==> src/rtl/uart_tx_arbiter.sv <==
// Round-robin arbiter that shares one UART transmitter among N_REQ word streams.
// It can optionally send a source tag word ahead of each data word.
module uart_tx_arbiter #(
   parameter int WIDTH = 8,
   parameter int N_REQ = 4,
   parameter int TAG_EN = 1,
   parameter logic [WIDTH-1:0] TAG_BASE = 8'hF0,
   localparam int IDW = (N_REQ > 1) ? $clog2(N_REQ) : 1
) (
   input  logic                   clk,
   input  logic                   i_reset,
   input  logic [N_REQ*WIDTH-1:0] i_req_data,
   input  logic [N_REQ-1:0]       i_req_valid,
   output logic [N_REQ-1:0]       o_req_ready,
   output logic [WIDTH-1:0]       o_tx_data,
   output logic                   o_tx_start,
   input  logic                   i_tx_busy,
   output logic [IDW-1:0]         o_grant_id,
   output logic                   o_active
);

   typedef enum logic [1:0] {IDLE, WAIT_TAG, DATA, WAIT_DATA} state_t;

   state_t           state, state_next;
   logic [IDW-1:0]   grant_q, last_grant, pick, scan_idx;
   logic             scan_found, any_valid, tx_done;
   logic [WIDTH-1:0] tag_word, sel_word;
   logic [WIDTH-1:0] words [N_REQ];

   assign any_valid  = |i_req_valid;
   // The start-pulse cycle itself never counts as completion, whatever busy says.
   assign tx_done    = !o_tx_start && !i_tx_busy;
   assign tag_word   = TAG_BASE + WIDTH'(pick);
   assign sel_word   = words[grant_q];
   assign o_grant_id = grant_q;

   always_comb begin
      for (int k = 0; k < N_REQ; k++) begin
         words[k] = i_req_data[k*WIDTH +: WIDTH];
      end
   end

   // The scan starts just after the last grantee, so the first hit wins the round.
   always_comb begin
      pick       = '0;
      scan_idx   = '0;
      scan_found = 1'b0;
      for (int i = 1; i <= N_REQ; i++) begin
         scan_idx = IDW'((int'(last_grant) + i) % N_REQ);
         if (!scan_found && i_req_valid[scan_idx]) begin
            pick       = scan_idx;
            scan_found = 1'b1;
         end
      end
   end

   always_ff @(posedge clk or posedge i_reset) begin
      if (i_reset) begin
         state <= IDLE;
      end else begin
         state <= state_next;
      end
   end

   always_comb begin
      state_next = state;
      case (state)
         IDLE:      if (any_valid) state_next = (TAG_EN != 0) ? WAIT_TAG : DATA;
         WAIT_TAG:  if (tx_done) state_next = DATA;
         DATA:      if (i_req_valid[grant_q]) state_next = WAIT_DATA;
         WAIT_DATA: if (tx_done) state_next = IDLE;
         default:   state_next = IDLE;
      endcase
   end

   always_comb begin
      o_req_ready = '0;
      if (state == DATA) begin
         o_req_ready[grant_q] = 1'b1;
      end
      o_active = (state != IDLE);
   end

   // last_grant starts at the top id so requester 0 is first in line after reset.
   always_ff @(posedge clk or posedge i_reset) begin
      if (i_reset) begin
         grant_q    <= '0;
         last_grant <= IDW'(N_REQ - 1);
         o_tx_data  <= '0;
         o_tx_start <= 1'b0;
      end else begin
         o_tx_start <= 1'b0;
         case (state)
            IDLE: begin
               if (any_valid) begin
                  grant_q <= pick;
                  if (TAG_EN != 0) begin
                     o_tx_data  <= tag_word;
                     o_tx_start <= 1'b1;
                  end
               end
            end
            DATA: begin
               if (i_req_valid[grant_q]) begin
                  o_tx_data  <= sel_word;
                  o_tx_start <= 1'b1;
               end
            end
            WAIT_DATA: begin
               if (tx_done) last_grant <= grant_q;
            end
            default: ;
         endcase
      end
   end

endmodule

==> config.mk <==
export PLATFORM = sky130hd
export DESIGN_NAME = uart_tx_arbiter
export DESIGN_NICKNAME = d
export VERILOG_FILES = /design/src/rtl/uart_tx_arbiter.sv
export SDC_FILE = /design/constraint.sdc
export NUM_CORES = 1
export LEC_CHECK = 0
export CAP_MARGIN = 20
export CORE_MARGIN = 3
export CORE_UTILIZATION = 40
export DETAILED_ROUTE_END_ITERATION = 12
export DONT_BUFFER_PORTS = 1
export SYNTH_ARGS = -nofsm -noshare
export SYNTH_HDL_FRONTEND = slang
export SYNTH_SLANG_ARGS = --single-unit
export TNS_END_PERCENT = 50
==> constraint.sdc <==
create_clock -name clk -period 1.6 [get_ports clk]
set_input_delay 0 -clock clk [delete_from_list [all_inputs] [get_ports clk]]
set_output_delay 0 -clock clk [all_outputs]
set_load 0.03 [all_outputs]
==> results_dict.tcl <==
set metrics [dict create \
    r2r_start "o_grant_id[1]" \
    p_clk_share_pct 7.7 \
    drt-pass1-iter-count 4 \
    overflow 0 \
    detail-route-antenna-nets 0 \
    gp_congestion 0.778 \
    clock_sinks 15 \
    dieArea_mm2 0.00339 \
    clock.fmax_ghz 0.629 \
    ys_seq_area_share_pct 34.7 \
    routed_wl_um 2610 \
    layout_common_cells "buf_4 (14), dfrtp_1 (10), mux4_2 (9)" \
    synth_top_area_share_pct 29.9 \
    arrival_ns 1.76 \
    swShare_pct 45.3 \
    peakVddDrop_mv 0.990 \
    seq_area_um2 382 \
    antenna_found_initial 0 \
    syn_avg_cell_area_um2 11.6 \
    initialDrtViolationCount 31 \
    relSlewSlack_pct 60.5 \
    finalNonFillerCells 140 \
    place_inst 129 \
    place_ws_ns 0.0155 \
    path_max_fanout 6 \
    synthCells 94 \
    n_fill_cell 249 \
    skew_ns 0.00434 \
    yosys_register_bits 15 \
    endpoint_kind "register" \
    internal_power_uw 1580 \
    hp-start "i_tx_busy" \
    core-area_mm2 0.00252 \
    htreeDepth 1 \
    dieHeight_um 58.2 \
    p_comb_share_pct 61.0 \
    worst_slew_pin_slew_ns 0.591 \
    syn2layout_area_growth_pct 19.3 \
    yosys_warnings 0 \
    pwr-share-seq_pct 31.3 \
    clkLatencyLatePin_ns 0.28 \
    grt_use_total_pct 15.5 \
    grt_pass1_vias 827 \
    grt_max_degree 16 \
    drc 0 \
    required_ns 1.77 \
    min_period_over_period_pct 99.3 \
    cts_buffer_depth 2 \
    r2r_slack_ns 0.01 \
    min_to "state[0]" \
    fin_ws_ns 0.0114 \
    io_buffers 0 \
    leakage_uw 0.000550 \
    synth_top_cell_by_area "dfrtp_1" \
    synth_fp_nets 138 \
    initial_utilization_pct 43.2 \
    rows 18 \
    root_buffer "clkbuf_4" \
    drive_gt1_share_pct 49.1 \
    hold_depth 3 \
    drv_slew 0 \
    viasPerCell 6.01 \
    final_net_count 155 \
    p_sw_uw 1310 \
    syn-cell-area_mm2 0.00109 \
    utilization_pct 51.5 \
    rr_worst_depth 4 \
    final_common_cell "buf_4" \
    io_pins 55 \
    cts_tree "built" \
    wl_per_cell_um 18.6 \
    fp.dieW_um 58.2 \
    antenna_cells 0 \
    crit_path_start "o_grant_id[1]" \
    r2r-end "o_tx_data[0]" \
    cts_inserted_buffers 3 \
    ys_types 39 \
    grt_pass1_wl_um 4020 \
    holdCritPathClass "input port to register" \
    rsz0062_at_grt "yes" \
    power.density_mw_per_mm2 2220 \
    finalSetupViolations 0 \
    max-cap-violations 0 \
    dp_hpwl_um 1910 \
    outcome "complete, no violations" \
    multi_input_area_um2 676 \
    clk_pin_slew_ns 0.09 \
    ys_top_cells_by_area "dfrtp_1 (30%), mux4_2 (19%), ha_1 (5.7%)" \
    min_period_ns 1.59 \
    criticalPathCategory "register to register" \
    hold_viol_final 0 \
    vias 841 \
    start_kind "register" \
]
## flip-flops by register name, summed over array words and instances (netlist names)
name / count
o_grant_id: 2
last_grant: 2
o_tx_data: 8
o_tx_start: 1
state: 2
## synthesized netlist by cell type, drive strengths merged
cell type  count
nor2b          1
or4            1
buf            5
nand3b         1
and3           2
dfstp          2
ha             5
inv            7
dfrtp         13
o31ai          1
a211oi         1
nor3           1
nor2           2
clkbuf         2
or3b           1
mux2           5
o22a           3
a21oi          4
nand2          7
mux2i          3
o221ai         1
a31oi          1
mux4           9
o21ai          5
a22oi          1
a21o           2
nand2b         2
o32a           1
nor3b          3
nand3          1
o22ai          1
## cells by family after synthesis
kind of cell	Yosys count	synth area share, %
AO/OA/AOI/OAI	21	13.5
adder cells (fa/ha/maj)	5	5.74
buffers and inverters	14	6.77
flip-flops	15	34.7
multiplexers	17	27.6
AND/OR/NAND/NOR	22	11.7
## worst max-delay path by stage
stage	endpoint	slack [ns]	depth (start not counted)
6_report	o_tx_data[0]	0.01	4
5_1_grt	o_tx_data[0]	-0.02	4
4_1_cts	state[1]	0.008	6
3_5_place_dp	o_tx_data[7]	0.02	4
3_3_place_gp	o_tx_data[7]	0.03	4
2_1_floorplan	o_tx_data[0]	-0.15	6
## through the flow
step	hold slack, ns	power (uW)	TNS (ns)	instance area [um^2]
2_1_floorplan	-0.100	2140	-0.915	1110
3_3_place_gp	-0.0125	2420	0	1170
3_5_place_dp	-0.00797	2460	0	1170
4_1_cts	0.00468	2730	0	1220
5_1_grt	0.0156	3100	-0.0448	1300
6_report	0.0203	2880	0	1300
## layout make-up
type	count	area share, %
inverter	7	2.02
sequential	15	29.4
multi-input combinational	65	52.0
timing repair buffer	19	11.7
clock buffer	4	2.02
tap	30	2.89
## power by group through the flow
stage	Clock, uW	Sequential [uW]	Combinational, uW
finish	222	903	1760
global route	251	932	1920
CTS	231	915	1590
detailed placement	0	914	1540
global placement	0	905	1520
floorplan	0	911	1230
## layer usage
layer | share of wire, % | up-vias | wire length, um | GRT usage, %
met2 | 50 | 36 | 1300 | 23.7
met4 | 1.4 | 0 | 36 | 4.97
li1 | - | 382 | - | -
met1 | 39 | 419 | 1010 | 20.3
met3 | 10 | 4 | 265 | 6.01
met5 | 0 | - | 0 | 0
## critical path, cell delays in order (launching register included)
cell,delay [ns]
dfrtp_2,0.38
mux4_2,0.63
mux2_4,0.34
nand2_2,0.07
o31ai_2,0.06
## timing repair
| action | CTS | global route |
|---|---|---|
| setup buffers | 0 | 5 |
| pin swaps | 0 | 2 |
| gates resized for setup | 4 | 9 |
| endpoints found under the setup margin | 5 | 9 |
| endpoints found under the hold margin | 13 | 2 |
| hold buffers | 1 | 1 |
No activity file was read; power rests on OpenSTA's default activity.
